File: config.mk
export PLATFORM = sky130hd
export DESIGN_NAME = hamming_rx_deframer
export DESIGN_NICKNAME = d
export VERILOG_FILES = /design/src/rtl/hamming_rx_deframer_pkg.sv /design/src/rtl/hamming_rx_deframer_dec.sv /design/src/rtl/hamming_rx_deframer.sv
export SDC_FILE = /design/constraint.sdc
export NUM_CORES = 1
export LEC_CHECK = 0
export BUFFER_PORTS_ARGS = -buffer_cell sky130_fd_sc_hd__buf_2
export CELL_PAD_IN_SITES_DETAIL_PLACEMENT = 0
export CELL_PAD_IN_SITES_GLOBAL_PLACEMENT = 1
export CORE_MARGIN = 2
export CORE_UTILIZATION = 39
export CTS_CLUSTER_SIZE = 12
export DETAILED_ROUTE_END_ITERATION = 6
export GPL_ROUTABILITY_DRIVEN = 0
export PLACE_DENSITY_LB_ADDON = 0.3
export SYNTH_ARGS = -nofsm -noshare
export SYNTH_HDL_FRONTEND = slang
export SYNTH_SLANG_ARGS = --single-unit
File: constraint.sdc
create_clock -name clk -period 2.8 [get_ports clk]
set_input_delay 0.56 -clock clk [delete_from_list [all_inputs] [get_ports clk]]
set_output_delay 0.56 -clock clk [all_outputs]
set_load 0.02 [all_outputs]
File: src/rtl/hamming_rx_deframer_pkg.sv
// Shared constants and types for the SECDED Hamming(7,4)+parity receive deframer.
package hamming_rx_deframer_pkg;

  localparam int CW_BITS  = 8;
  localparam int NIB_BITS = 4;

  // Codeword bit positions; index 0 is the first bit on the wire.
  localparam int P1   = 0;
  localparam int P2   = 1;
  localparam int D0   = 2;
  localparam int P4   = 3;
  localparam int D1   = 4;
  localparam int D2   = 5;
  localparam int D3   = 6;
  localparam int PALL = 7;

  typedef enum logic [1:0] {
    IDLE = 2'd0,
    HI   = 2'd1,
    LO   = 2'd2
  } state_e;

endpackage

File: src/rtl/hamming_rx_deframer_dec.sv
// Combinational SECDED decoder: 8-bit codeword in, corrected nibble and error class out.
module hamming_secded_dec
  import hamming_rx_deframer_pkg::*;
(
  input  logic [CW_BITS-1:0]  cw,
  output logic [NIB_BITS-1:0] nib,
  output logic                sgl_err,
  output logic                dbl_err
);

  logic [2:0]         syn;
  logic               pe;
  logic [CW_BITS-1:0] fix;

  always_comb begin
    syn = {cw[P4] ^ cw[D1] ^ cw[D2] ^ cw[D3],
           cw[P2] ^ cw[D0] ^ cw[D2] ^ cw[D3],
           cw[P1] ^ cw[D0] ^ cw[D1] ^ cw[D3]};
    pe  = ^cw;
    fix = cw;
    // Syndrome names the 1-based position of a single flipped bit.
    if (syn != 3'd0 && pe) fix[syn - 3'd1] = ~cw[syn - 3'd1];
    // pe alone covers both a data/check-bit hit and a hit on the overall parity bit.
    sgl_err = pe;
    dbl_err = (syn != 3'd0) && !pe;
    nib     = {fix[D0], fix[D1], fix[D2], fix[D3]};
  end

endmodule

File: src/rtl/hamming_rx_deframer.sv
// Serial SECDED deframer: two codewords per byte (high nibble first), single-entry
// valid/ready output register and saturating corrected/uncorrectable counters.
module hamming_rx_deframer
  import hamming_rx_deframer_pkg::*;
#(
  parameter int CNT_W = 16
) (
  input  logic             clk,
  input  logic             rst_n,
  input  logic             rx_bit,
  input  logic             rx_bit_valid,
  input  logic             rx_sof,
  output logic [7:0]       out_data,
  output logic             out_err,
  output logic             out_valid,
  input  logic             out_ready,
  output logic             overflow,
  output logic [CNT_W-1:0] corr_cnt,
  output logic [CNT_W-1:0] uncorr_cnt
);

  localparam logic [2:0] LAST_BIT = 3'(CW_BITS - 1);

  state_e              state_q, state_d;
  logic [CW_BITS-1:0]  sh_q, sh_d, cw;
  logic [2:0]          cnt_q, cnt_d;
  logic [NIB_BITS-1:0] hi_nib_q, hi_nib_d, dec_nib;
  logic                hi_bad_q, hi_bad_d;
  logic                dec_sgl, dec_dbl, cw_done, byte_done;
  logic [7:0]          data_q, data_d;
  logic                err_q, err_d, vld_q, vld_d, ovf_q, ovf_d;
  logic [CNT_W-1:0]    corr_q, corr_d, uncorr_q, uncorr_d;

  // Codeword as it will look once the current bit lands; feeds the shared decoder.
  always_comb begin
    cw        = sh_q;
    cw[cnt_q] = rx_bit;
  end

  hamming_secded_dec u_dec (
    .cw      (cw),
    .nib     (dec_nib),
    .sgl_err (dec_sgl),
    .dbl_err (dec_dbl)
  );

  always_comb begin
    state_d   = state_q;
    sh_d      = sh_q;
    cnt_d     = cnt_q;
    hi_nib_d  = hi_nib_q;
    hi_bad_d  = hi_bad_q;
    cw_done   = 1'b0;
    byte_done = 1'b0;
    if (rx_bit_valid) begin
      if (rx_sof) begin
        sh_d    = '0;
        sh_d[0] = rx_bit;
        cnt_d   = 3'd1;
        state_d = HI;
      end else begin
        case (state_q)
          HI, LO: begin
            sh_d  = cw;
            cnt_d = cnt_q + 3'd1;
            if (cnt_q == LAST_BIT) begin
              cw_done = 1'b1;
              sh_d    = '0;
              cnt_d   = 3'd0;
              if (state_q == HI) begin
                hi_nib_d = dec_nib;
                hi_bad_d = dec_dbl;
                state_d  = LO;
              end else begin
                byte_done = 1'b1;
                state_d   = IDLE;
              end
            end
          end
          default: ;
        endcase
      end
    end
  end

  always_comb begin
    data_d   = data_q;
    err_d    = err_q;
    vld_d    = vld_q;
    ovf_d    = ovf_q;
    corr_d   = corr_q;
    uncorr_d = uncorr_q;
    if (vld_q && out_ready) vld_d = 1'b0;
    if (byte_done) begin
      if (vld_q && !out_ready) begin
        ovf_d = 1'b1;
      end else begin
        data_d = {hi_nib_q, dec_nib};
        err_d  = hi_bad_q | dec_dbl;
        vld_d  = 1'b1;
      end
    end
    if (cw_done && dec_sgl && corr_q != '1)   corr_d   = corr_q + 1'b1;
    if (cw_done && dec_dbl && uncorr_q != '1) uncorr_d = uncorr_q + 1'b1;
  end

  always_ff @(posedge clk) begin
    if (!rst_n) begin
      state_q  <= IDLE;
      sh_q     <= '0;
      cnt_q    <= '0;
      hi_nib_q <= '0;
      hi_bad_q <= 1'b0;
      data_q   <= '0;
      err_q    <= 1'b0;
      vld_q    <= 1'b0;
      ovf_q    <= 1'b0;
      corr_q   <= '0;
      uncorr_q <= '0;
    end else begin
      state_q  <= state_d;
      sh_q     <= sh_d;
      cnt_q    <= cnt_d;
      hi_nib_q <= hi_nib_d;
      hi_bad_q <= hi_bad_d;
      data_q   <= data_d;
      err_q    <= err_d;
      vld_q    <= vld_d;
      ovf_q    <= ovf_d;
      corr_q   <= corr_d;
      uncorr_q <= uncorr_d;
    end
  end

  assign out_data   = data_q;
  assign out_err    = err_q;
  assign out_valid  = vld_q;
  assign overflow   = ovf_q;
  assign corr_cnt   = corr_q;
  assign uncorr_cnt = uncorr_q;

endmodule

---- Word-level counts from Yosys, hierarchy flattened ----
Index checks and enable logic that the tools add are counted.
word-level totals
  input port bits ......................... 6
  register bits after elaboration ......... 61
  output and inout port bits .............. 43
operators by class
  add/sub/neg operators ................... 4
  bitwise gates (word level) .............. 13
  equality and inequality tests ........... 5
  reductions and logical operators ........ 22
  magnitude comparators ................... 4
  mux-type cells .......................... 31
operators with widths
  cell                                                         number
  adder 16 x 1 -> 16 bit (second input constant)               2
  != test 16 bit (second input constant)                       2
  two-way mux 8 bit                                            3
  bitwise mux 8 bit                                            2
  two-way mux 1 bit                                            15
  logical AND 1 bit                                            10
  two-way mux 3 bit                                            3
  bitwise XOR 1 bit                                            9
  less-than comparator 3 x 4 -> 1 bit (second input constant)  2
  two-way mux 2 bit                                            4
  XOR reduction 8 bit                                          1
  two-way mux 7 bit                                            1
  demux 1 bit (select 3 bit)                                   2
  >= comparator 3 x 1 -> 1 bit (second input constant)         2
  AND reduction 2 bit                                          3
  AND reduction 5 bit                                          1
  nonzero test 2 bit                                           2
  adder 3 x 1 -> 3 bit (second input constant)                 1
  binary-select mux 1 bit (select 3 bit)                       1
  equality test 3 bit (second input constant)                  1
  inverter 1 bit                                               3
  AND reduction 3 bit                                          1
  nonzero test 3 bit                                           1
  subtractor 3 x 1 -> 3 bit (second input constant)            1
  5 further kinds                                              6

---- Logic depth before layout (Yosys ltp) ----
Gate-level depths: netlist of run 1.
  word-level depth ........................ 15
  gate-level depth with buffers ........... 15
  depth with buffers taken out ............ 13

---- Cells and area by module ----
Synthesis of run 1 repeated with hierarchy kept, for this count alone.
unflattened totals
  cells, all modules ...................... 419
  area, all modules ....................... 3,656.0 µm²
modules (own cells, without submodules)
  module               area each (µm²)  instances  cells an instance
  hamming_rx_deframer  3,101.7          1          346
  hamming_secded_dec   554.3            1          73

---- Least setup slack after synthesis of run 1 ----
No wires, ideal clock.
  path kind ............................... input port to flip-flop
  start ................................... in rx_bit
  end ..................................... reg hi_nib_q[0]
  library setup time ...................... 128 ps
  stages on the path ...................... 15
  data required time ...................... 2,672 ps
  path slack .............................. -251 ps
  arrival ................................. 2,923 ps
  path through ............................ buf_2 > xor2_1 > a2bb2oi_1 > a21o_1 > and2_1 > buf_2 > nand2_1 > o21ai_0 > ha_1 > nor2_1 > a31o_2 > a211oi_1 > a31o_2 > a22oi_1 > nor2_1
on the way
  word-level cells in the longest chain between the ends .. 11
ends and longest elaborated chain
  what                                                                                                       line                                                                                         RTL
  start: declaration                                                                                         hamming_rx_deframer.sv:10                                                                    input logic rx_bit,
  bitwise mux 8 bit *                                                                                        hamming_rx_deframer.sv:37                                                                    cw[cnt_q] = rx_bit;
  bitwise XOR 1 bit (on tied branches) (3 in series)                                                         hamming_rx_deframer_dec.sv:18, hamming_rx_deframer_dec.sv:16, hamming_rx_deframer_dec.sv:17
  subtractor 3 x 1 -> 3 bit                                                                                  hamming_rx_deframer_dec.sv:22                                                                if (syn != 3'd0 && pe) fix[syn - 3'd1] = ~cw[syn - 3'd1];
  less-than comparator 3 x 4 -> 1 bit (implied by the code) or >= comparator 3 x 1 -> 1 bit (tied branches)  hamming_rx_deframer_dec.sv:22
  logical AND 1 bit (implied by the code)                                                                    hamming_rx_deframer_dec.sv:22
  two-way mux 1 bit (implied by the code)                                                                    hamming_rx_deframer_dec.sv:22
  demux 1 bit (select 3 bit)                                                                                 -
  bitwise mux 8 bit                                                                                          hamming_rx_deframer_dec.sv:22
  two-way mux 7 bit *                                                                                        hamming_rx_deframer_dec.sv:22
  end signal: assignment                                                                                     hamming_rx_deframer.sv:124                                                                   hi_nib_q <= hi_nib_d;
  end: declaration                                                                                           hamming_rx_deframer.sv:27                                                                    logic [NIB_BITS-1:0] hi_nib_q, hi_nib_d, dec_nib;
Mark *: on every way between the ends. The rest lies on a longest branch, timed or not. The select of a mux whose other input is x is not followed.
A chain may end at the register's enable or synchronous reset.

---- Worst setup path in the final report of run 1 ----
  start ................................... reg cnt_q[1]
  end ..................................... reg hi_nib_q[0]
on the way
  word-level cells in the longest chain between the ends .. 15
ends and longest elaborated chain
  what                                                                                                       line                                                                                         RTL
  start: declaration                                                                                         hamming_rx_deframer.sv:26                                                                    logic [2:0] cnt_q, cnt_d;
  start signal: assignment                                                                                   hamming_rx_deframer.sv:123                                                                   cnt_q <= cnt_d;
  less-than comparator 3 x 4 -> 1 bit (implied by the code) or >= comparator 3 x 1 -> 1 bit (tied branches)  hamming_rx_deframer.sv:37
  logical AND 1 bit (implied by the code)                                                                    hamming_rx_deframer.sv:37
  two-way mux 1 bit (implied by the code)                                                                    hamming_rx_deframer.sv:37
  demux 1 bit (select 3 bit)                                                                                 hamming_rx_deframer.sv:37
  bitwise mux 8 bit                                                                                          hamming_rx_deframer.sv:37
  bitwise XOR 1 bit (on tied branches) (3 in series)                                                         hamming_rx_deframer_dec.sv:18, hamming_rx_deframer_dec.sv:16, hamming_rx_deframer_dec.sv:17
  subtractor 3 x 1 -> 3 bit                                                                                  hamming_rx_deframer_dec.sv:22
  less-than comparator 3 x 4 -> 1 bit (implied by the code) or >= comparator 3 x 1 -> 1 bit (tied branches)  hamming_rx_deframer_dec.sv:22
  logical AND 1 bit (implied by the code)                                                                    hamming_rx_deframer_dec.sv:22
  two-way mux 1 bit (implied by the code)                                                                    hamming_rx_deframer_dec.sv:22
  demux 1 bit (select 3 bit)                                                                                 -
  bitwise mux 8 bit                                                                                          hamming_rx_deframer_dec.sv:22
  two-way mux 7 bit                                                                                          hamming_rx_deframer_dec.sv:22
Parallel ways exist; a longest one is shown, timed or not. The select of a mux whose other input is x is not followed.

==> run_results.csv, run 1 <==
group,metric,value,unit
status,status,"completed",
power_and_ir_drop,power.leakage,0.00187,uW
drt,finalWirelength,8850,um
cells_and_area,fin_nets,525,
cells_and_area,design_area,0.00453,sq mm
clock_tree,clockBufferDepth,2,
synthesis,synth_ff_type,"dfxtp_1",
place,io_buffers,48,
floorplan,fp.dieW,98.3,um
synthesis,syn_inst,425,
critical_path,start_kind,"flop",
synthesis,synth_nets,437,
timing,rsz0062_at_grt,"true",
power_and_ir_drop,p_int,1280,uW
drt,drt-wirelength-per-cell,14.1,um
timing,fin_setup_tns,0,ns
synthesis,syn_area_per_cell,8.16,sq um
synthesis,synthesis.area,0.00347,sq mm
critical_path,critical_path_class,"flop to flop",
synthesis,synth.most_common_cell,"nor2_1",
floorplan,core,0.00868,sq mm
timing,tightest_slew,0.754,ns
cells_and_area,final_util,0.522,
floorplan,die-area,0.00967,sq mm
synthesis,synth_area_leaders,"dfxtp_1 (35%), nor2_1 (7.8%), xnor2_1 (5.6%)",
drt,drt_iter0_markers,53,
power_and_ir_drop,seq_power_share,0.498,
cells_and_area,n_fill_cell,858,
global_route,grt_pass1_vias,3173,
synthesis,synth_cell_types,56,
synthesis,synth_edf_count,0,
place,hpwl,6160,um
power_and_ir_drop,ir_worst_vdd,215,uV
clock_tree,cts_sinks,61,
power_and_ir_drop,power_frac_comb,0.127,
timing,period_share,0.995,
floorplan,die_y,98.3,um
timing,setup_viol,0,
synthesis,synth-seq-cells,61,
clock_tree,cts_tree,"done",
power_and_ir_drop,p_total,1760,uW
power_and_ir_drop,switching_share,0.269,
cells_and_area,drive_gt1_frac,0.313,
floorplan,rows,34,
timing,hold_violations,0,
global_route,grt_pass1_wl,14700,um
timing,period_minus_slack,2.79,ns
job,cap_violations,0,
synthesis,async_flop_share,0,
cells_and_area,syn_to_final_growth,30.7,%
timing,finalMaxSlewViolations,0,
global_route,grt.total_usage,0.184,
timing,clock_skew,0.0114,ns
synthesis,netlist.top_cell.by_area,"dfxtp_1",
place,dpl_cell_area,0.00413,sq mm
timing,max_clock_freq,0.359,GHz
synthesis,netlist_top_cells_count,"nor2_1 (72), dfxtp_1 (61), nand2_1 (40), xnor2_1 (22), a21oi_1 (18)",
synthesis,ys_warn_count,0,
drt,dr_total_vias,3296,
global_route,grt_start_max_net_pins,40,
global_route,antenna_found_initial,0,
clock_tree,hold_buffers,0,
drt,vias_per_cell,5.27,
critical_path,end_kind,"flop",
timing,slew-limit-headroom,0.494,
clock_tree,clkLatencyLatePin,0.34,ns
floorplan,io_pins,49,
power_and_ir_drop,switching_power,472,uW
clock_tree,cts_made_buffers,9,
cells_and_area,antennaDiodeCount,0,
critical_path,path_max_fanout,5,
power_and_ir_drop,clockPowerShare,0.376,
drt,drtPass1Iterations,4,
critical_path,cp.required,2.99,ns
floorplan,initial_core_util,0.400,
global_route,grt_overflow,0,
power_and_ir_drop,p_per_area,387,mW/mm^2
clock_tree,clk_pin_slew,0.07,ns
critical_path,cp.arrival,2.98,ns
timing,hold_ws,0.455,ns
synthesis,yosysSeqAreaShare,0.352,
clock_tree,cts_max_level,3,
synthesis,synth.top_cell.area_share,0.352,
drt,drc,0,
min_path,min_path_type,"flop to flop",
drt,ant_nets,0,
clock_tree,cts_root_buffer,"clkbuf_8",
-- power groups by stage --
stage / logic [uW] / registers [uW] / clock network, uW
after CTS: 200 / 874 / 678
after global placement: 198 / 894 / 0
after floorplan: 131 / 893 / 0
after global routing: 243 / 873 / 723
final: 223 / 873 / 659
after detailed placement: 199 / 894 / 0
-- through the flow --
step / worst slack [ns] / cells
3_3_place_gp: -0.0540 / 600
5_1_grt: -0.164 / 626
4_1_cts: 0.0168 / 617
6_report: 0.0140 / 626
3_5_place_dp: -0.112 / 600
2_1_floorplan: -0.000797 / 425
-- cell families (layout without fill, tap and decap cells) --
| group | after synthesis | in the layout | share of synthesized area |
|---|---|---|---|
| simple gates | 201 | 201 | 0.291 |
| xor+xnor | 39 | 39 | 0.105 |
| mux | 18 | 18 | 0.0577 |
| fa+ha+maj | 6 | 6 | 0.0216 |
| compound gates | 68 | 68 | 0.131 |
| flops | 61 | 61 | 0.352 |
| buf+inv | 32 | 125 | 0.0418 |
-- flip-flops by register name, indices dropped and copies added (netlist names), 2 cells and up --
signal / cells
corr_cnt: 16
uncorr_cnt: 16
out_data: 8
sh_q: 8
hi_nib_q: 4
cnt_q: 3
state_q: 2
-- critical path, stage by stage (launching register included) --
cell      delay [ns]
dfxtp_4         0.36
buf_6           0.13
nor3b_4         0.24
mux2i_2         0.29
buf_4           0.16
nand3_4         0.08
and2_4          0.17
nand2_2         0.05
o21ai_2         0.07
ha_4            0.26
nor2_4          0.15
a31o_2          0.18
a211oi_2        0.06
a31o_2          0.23
a22oi_1         0.13
nor2_1          0.06
-- worst paths after layout --
check                    from  cells past startpoint  slack [ns]           to
setup reg to reg     cnt_q[1]                     15        0.01  hi_nib_q[0]
hold reg to reg   out_data[7]                      2        0.45  out_data[7]
hold / removal    out_data[7]                      2        0.45  out_data[7]
setup / recovery     cnt_q[1]                     15        0.01  hi_nib_q[0]
-- layer usage --
metal  wire length (um)  vias up  global-route usage
li1                   -     1669                   -
met1               4260     1566               0.238
met2               4160       50               0.307
met3                284       11              0.0286
met4                147        0              0.0780
met5                  0        -                   0
-- placed cells by master, fill, tap and decap left out, drive strengths merged, types with 3 or more instances in the layout --
master	n
a21oi	19
a22oi	10
a2bb2oi	3
a31o	4
and2	5
and3	8
buf	98
clkbuf	12
clkinv	4
dfxtp	61
ha	6
inv	10
mux2	3
mux2i	15
nand2	40
nand2b	8
nand3	16
nand3b	3
nand4	10
nor2	72
nor3	13
nor4	12
o21ai	14
xnor2	23
xor2	15
-- cell type report --
class,count,area [sq um],area share
Multi-Input combinational cell,332,2300,0.507
Sequential cell,61,1230,0.271
Timing Repair Buffer,99,673,0.148
Tap cell,108,135,0.0298
Clock buffer,11,131,0.0290
Inverter,10,37.5,0.00828
Clock inverter,5,27.5,0.00607
-- what timing repair did --
action	4_1_cts	5_1_grt
setup endpoints to repair	6	31
buffers inserted	1	9
pin swaps	3	12
cloned	0	0
gates resized for setup	2	31
Power figures use the tool's default switching activity.
==> run 2: changes to the inputs <==
- ABC_AREA: unset -> 1
- CAP_MARGIN: unset -> 15
- CORE_UTILIZATION: 39 -> 37
==> run_results.csv, run 2 <==
group,metric,value,unit
status,status,"completed",
cells_and_area,mostFrequentLayoutCells,"nand2_1 (163), inv_1 (67), dfxtp_1 (60)",
floorplan,rows,36,
drt,finalWirelength,9270,um
synthesis,synth.most_common_cell,"nand2_1",
floorplan,fp.dieW,105,um
min_path,hp-start,"state_q[0]",
power_and_ir_drop,ir_worst_vdd,260,uV
synthesis,syn_area_per_cell,6.59,sq um
clock_tree,cts_made_buffers,9,
critical_path,path_max_fanout,10,
drt,ant_nets,0,
floorplan,io_pins,49,
clock_tree,clk_pin_slew,0.06,ns
synthesis,synth_edf_count,0,
synthesis,synth.top_cell.area_share,0.325,
global_route,grt_pass1_vias,3364,
critical_path,startpoint,"cnt_q[1]",
drt,dr_total_vias,3672,
clock_tree,hold_buffers,0,
cells_and_area,syn_to_final_growth,17.4,%
synthesis,syn_inst,571,
drt,vias_per_cell,4.79,
cells_and_area,drive_gt1_frac,0.188,
min_path,min_path_type,"flop to flop",
synthesis,ys_warn_count,0,
timing,period_share,0.919,
synthesis,yosysSeqAreaShare,0.325,
place,hpwl,7020,um
timing,max_clock_freq,0.389,GHz
critical_path,critical_path_class,"flop to flop",
global_route,grt_pass1_wl,16000,um
clock_tree,cts_sinks,61,
cells_and_area,antennaDiodeCount,0,
global_route,grt_start_max_net_pins,27,
cells_and_area,fin_nets,642,
cells_and_area,layout_commonest_cell,"nand2_1",
job,cap_violations,0,
clock_tree,cts-resized-gates,0,
clock_tree,clockBufferDepth,2,
timing,finalMaxSlewViolations,0,
synthesis,async_flop_share,0,
synthesis,synthesis.area,0.00376,sq mm
timing,setup_viol,0,
timing,slew-limit-headroom,0.573,
clock_tree,cts_tree,"done",
drt,drt-wirelength-per-cell,12.1,um
timing,clock_skew,0.00869,ns
synthesis,synth_ff_type,"dfxtp_1",
global_route,antenna_found_initial,0,
synthesis,synth_nets,583,
power_and_ir_drop,p_per_area,443,mW/mm^2
cells_and_area,final_cells,767,
floorplan,core,0.00982,sq mm
synthesis,netlist.top_cell.by_area,"dfxtp_1",
cells_and_area,multi_input_area,0.00214,sq mm
timing,hold_violations,0,
timing,tightest_slew,0.639,ns
timing,period_minus_slack,2.57,ns
clock_tree,cts_max_level,3,
timing,rsz0062_at_grt,"true",
critical_path,reg2reg_from,"cnt_q[1]",
drt,drc,0,
synthesis,netlist_top_cells_count,"nand2_1 (163), inv_1 (68), dfxtp_1 (61), nor2_1 (51), nand3_1 (48)",
cells_and_area,ff_latch_area,0.00122,sq mm
clock_tree,postCtsSetupBuffers,0,
synthesis,synth-seq-cells,61,
global_route,grt_overflow,0,
critical_path,start_kind,"flop",
place,dp.cells,752,
drt,drt_iter0_markers,117,
synthesis,synth_cell_types,39,
floorplan,die_y,105,um
timing,fin_setup_tns,0,ns
power_and_ir_drop,power.leakage,0.00191,uW
critical_path,cp.required,3.04,ns
global_route,grt.total_usage,0.177,
synthesis,synth_area_leaders,"dfxtp_1 (32%), nand2_1 (16%), inv_1 (6.8%)",
floorplan,die-area,0.0110,sq mm
clock_tree,cts_root_buffer,"clkbuf_8",
drt,drtPass1Iterations,4,
cells_and_area,n_fill_cell,1076,
place,io_buffers,48,
clock_tree,clkLatencyLatePin,0.34,ns
critical_path,cp.arrival,2.81,ns
critical_path,end_kind,"flop",
floorplan,initial_core_util,0.383,
==> run 2: changes by cell type in the layout (fill, tap and decap cells not counted), sizes merged, moves of 15 or more <==
| cell | delta |
|---|---|
| inv | +62 |
| nor2 | -18 |
| buf | -33 |
| nand2 | +134 |
| a21oi | +24 |
| nand3 | +35 |
| mux2i | -15 |
| xnor2 | -16 |
==> run 2: cell families (layout without fill, tap and decap cells) <==
kind of cell    count (synthesis)  in the layout  synth area share
fa+ha+maj                       6              6            0.0200
xor+xnor                       23             23            0.0555
compound gates                 78             78             0.122
buf+inv                        91            154             0.107
flops                          61             61             0.325
simple gates                  312            312             0.370
==> run 2: path summary, 6_finish.rpt <==
| path | end | slack [ns] | cells past startpoint |
|---|---|---|---|
| setup reg to reg | out_data[1] | 0.23 | 18 |
| hold / removal | state_q[0] | 0.47 | 2 |
| setup / recovery | out_data[1] | 0.23 | 18 |
| hold reg to reg | state_q[0] | 0.47 | 2 |
==> run 2: metrics by stage <==
step	total power [uW]	instance area (sq um)	util	setup slack (ns)	hold slack, ns
2_1_floorplan	1010	3760	-	0.322	0.430
3_3_place_gp	1060	4180	0.425	0.112	0.456
4_1_cts	1980	4410	0.449	0.0846	0.471
6_report	1950	4420	0.450	0.226	0.470
5_1_grt	2050	4420	0.450	-0.0486	0.497
3_5_place_dp	1060	4180	0.425	0.00211	0.462
==> run 2: power breakdown <==
group / internal, uW / total [uW] / switching [uW] / leakage, uW
combinational: 53.8 / 163 / 109 / 0.00130
sequential: 871 / 877 / 5.71 / 0.000492
clock: 569 / 915 / 345 / 0.000115
total: 1490 / 1950 / 460 / 0.00191
==> run 2: per-layer routing <==
layer,vias to the layer above,track usage,wire length (um)
met5,-,0,0
met1,1642,0.249,4620
met2,72,0.271,4130
met3,9,0.0299,390
li1,1949,-,-
met4,0,0.0629,121
==> run 2: cell type report <==
| cell class | count | area share |
|---|---|---|
| Multi-Input combinational cell | 419 | 0.484 |
| Clock buffer | 12 | 0.0374 |
| Clock inverter | 3 | 0.0153 |
| Tap cell | 133 | 0.0377 |
| Inverter | 74 | 0.0655 |
| Timing Repair Buffer | 65 | 0.0833 |
| Sequential cell | 61 | 0.277 |
==> run 2: worst max-delay path, stage by stage, from the launching register on <==
cell,delay [ns]
dfxtp_1,0.31
buf_4,0.19
nor2_8,0.12
nand2_1,0.08
nand2_1,0.08
nand2_1,0.10
nand2_2,0.11
nand2_2,0.08
nand2_1,0.08
nand3_1,0.09
nand2_1,0.09
nor2_1,0.05
ha_1,0.32
inv_1,0.09
nand3_1,0.16
o21ai_0,0.30
nand3_1,0.13
nand2_1,0.07
inv_1,0.03
==> run 3: changes to the inputs <==
--- a/config.mk
+++ b/config.mk
@@ -13,5 +13,4 @@
 export CORE_MARGIN = 2
 export CORE_UTILIZATION = 37
-export CTS_CLUSTER_SIZE = 12
 export DETAILED_ROUTE_END_ITERATION = 6
 export GPL_ROUTABILITY_DRIVEN = 0
==> constraint.sdc (replaced) <==
create_clock -name clk -period 2.8 [get_ports clk]
set_input_delay 0.28 -clock clk [delete_from_list [all_inputs] [get_ports clk]]
set_output_delay 0.28 -clock clk [all_outputs]
set_load 0.02 [all_outputs]
==> run_results.csv, run 3 (synthesized netlist as in run 2, its figures left out) <==
group,metric,value,unit
critical_path,critical_path_class,"flop to flop",
clock_tree,cts_sinks,61,
critical_path,cp.arrival,2.83,ns
global_route,grt_overflow,0,
cells_and_area,layout_commonest_cell,"nand2_1",
clock_tree,cts_tree,"done",
global_route,grt_pass1_wl,15900,um
critical_path,start_kind,"flop",
drt,drtPass1Iterations,4,
floorplan,rows,36,
timing,finalMaxSlewViolations,0,
drt,drc,0,
power_and_ir_drop,p_total,1970,uW
drt,vias_per_cell,4.82,
floorplan,die-area,0.0110,sq mm
clock_tree,cts_made_buffers,9,
timing,clock_skew,0.0124,ns
cells_and_area,final_util,0.450,
cells_and_area,final_cells,764,
floorplan,core,0.00982,sq mm
drt,finalWirelength,9380,um
timing,hold_violations,0,
clock_tree,cts_max_level,3,
power_and_ir_drop,switching_power,492,uW
power_and_ir_drop,p_int,1470,uW
min_path,min_path_type,"primary input to flop",
clock_tree,clk_pin_slew,0.07,ns
power_and_ir_drop,p_per_area,445,mW/mm^2
status,status,"completed",
power_and_ir_drop,ir_worst_vdd,240,uV
job,cap_violations,0,
global_route,grt_pass1_vias,3348,
drt,dr_total_vias,3682,
cells_and_area,n_fill_cell,1085,
timing,period_share,0.921,
place,dp.cells,748,
cells_and_area,drive_gt1_frac,0.187,
place,io_buffers,48,
floorplan,io_pins,49,
power_and_ir_drop,seq_power_share,0.444,
drt,ant_nets,0,
floorplan,die_y,105,um
power_and_ir_drop,power_frac_comb,0.084,
power_and_ir_drop,switching_share,0.250,
global_route,grt.total_usage,0.177,
timing,fin_setup_tns,0,ns
timing,rsz0062_at_grt,"true",
timing,slew-limit-headroom,0.551,
place,dpl_cell_area,0.00416,sq mm
cells_and_area,fin_nets,638,
power_and_ir_drop,clockPowerShare,0.472,
critical_path,end_kind,"flop",
cells_and_area,mostFrequentLayoutCells,"nand2_1 (163), inv_1 (67), dfxtp_1 (60)",
timing,setup_viol,0,
clock_tree,cts_root_buffer,"clkbuf_8",
clock_tree,hold_buffers,0,
cells_and_area,design_area,0.00442,sq mm
floorplan,fp.dieW,105,um
timing,period_minus_slack,2.58,ns
power_and_ir_drop,power.leakage,0.00190,uW
timing,tightest_slew,0.671,ns
global_route,grt_start_max_net_pins,31,
place,hpwl,7040,um
timing,max_clock_freq,0.388,GHz
drt,drt-wirelength-per-cell,12.3,um
global_route,antenna_found_initial,0,
critical_path,path_max_fanout,10,
cells_and_area,antennaDiodeCount,0,
critical_path,cp.required,3.05,ns
clock_tree,clockBufferDepth,2,
cells_and_area,syn_to_final_growth,17.4,%
drt,drt_iter0_markers,149,
clock_tree,clkLatencyLatePin,0.36,ns
floorplan,initial_core_util,0.383,
[run 3: final cells by class]
cell class	count	area, sq um	area share
multi-input combinational	419	2150	0.488
sequential	61	1220	0.277
timing repair buffer	61	350	0.0793
inverter	74	289	0.0655
tap	133	166	0.0377
clock buffer	11	151	0.0343
clock inverter	5	82.6	0.0187
[run 3: power by group through the flow]
| stage | combinational (uW) | clock [uW] | sequential [uW] |
|---|---|---|---|
| floorplan | 122 | 0 | 892 |
| global placement | 162 | 0 | 893 |
| detailed placement | 163 | 0 | 893 |
| CTS | 164 | 955 | 873 |
| global route | 189 | 993 | 873 |
| finish | 165 | 927 | 873 |
[run 3: timing repair]
action                     in CTS  in global routing
gates resized for setup         0                  8
buffers inserted                0                  0
setup endpoints to repair       0                 19
[run 3: through the flow]
stage | setup slack, ns | hold WS, ns
detailed placement | 0.0852 | 0.460
finish | 0.221 | 0.224
global placement | 0.167 | 0.457
CTS | 0.0664 | 0.206
floorplan | 0.558 | 0.430
global route | -0.0248 | 0.234
[run 3: layer usage]
layer  track usage  wire length, um  vias to the layer above
li1              -                -                     1937
met1         0.243             4620                     1666
met2         0.274             4230                       67
met3        0.0374              406                       12
met4        0.0600              125                        0
met5             0                0                        -
[run 3: worst paths after layout]
path / from / to / slack, ns / depth (start not counted)
setup reg to reg: cnt_q[2] / uncorr_cnt[5] / 0.22 / 18
hold / removal: rx_sof / state_q[0] / 0.22 / 3
setup / recovery: cnt_q[2] / uncorr_cnt[5] / 0.22 / 18
hold reg to reg: state_q[0] / state_q[0] / 0.47 / 2
[run 3: critical path, cell delays in order (launching register included)]
cell and delay, ns:
dfxtp_2 0.36, buf_4 0.18, nor2_8 0.13, nand2_1 0.07, nand2_1 0.06, nand2_1 0.09
nand2_2 0.11, nand2_2 0.08, nand2_1 0.09, nand3_1 0.09, nand2_1 0.13, nor2_1 0.06
ha_1 0.23, nor2_4 0.13, nand2_2 0.14, nor3_1 0.31, nand2_1 0.08, nand2_1 0.07
nor2_1 0.04
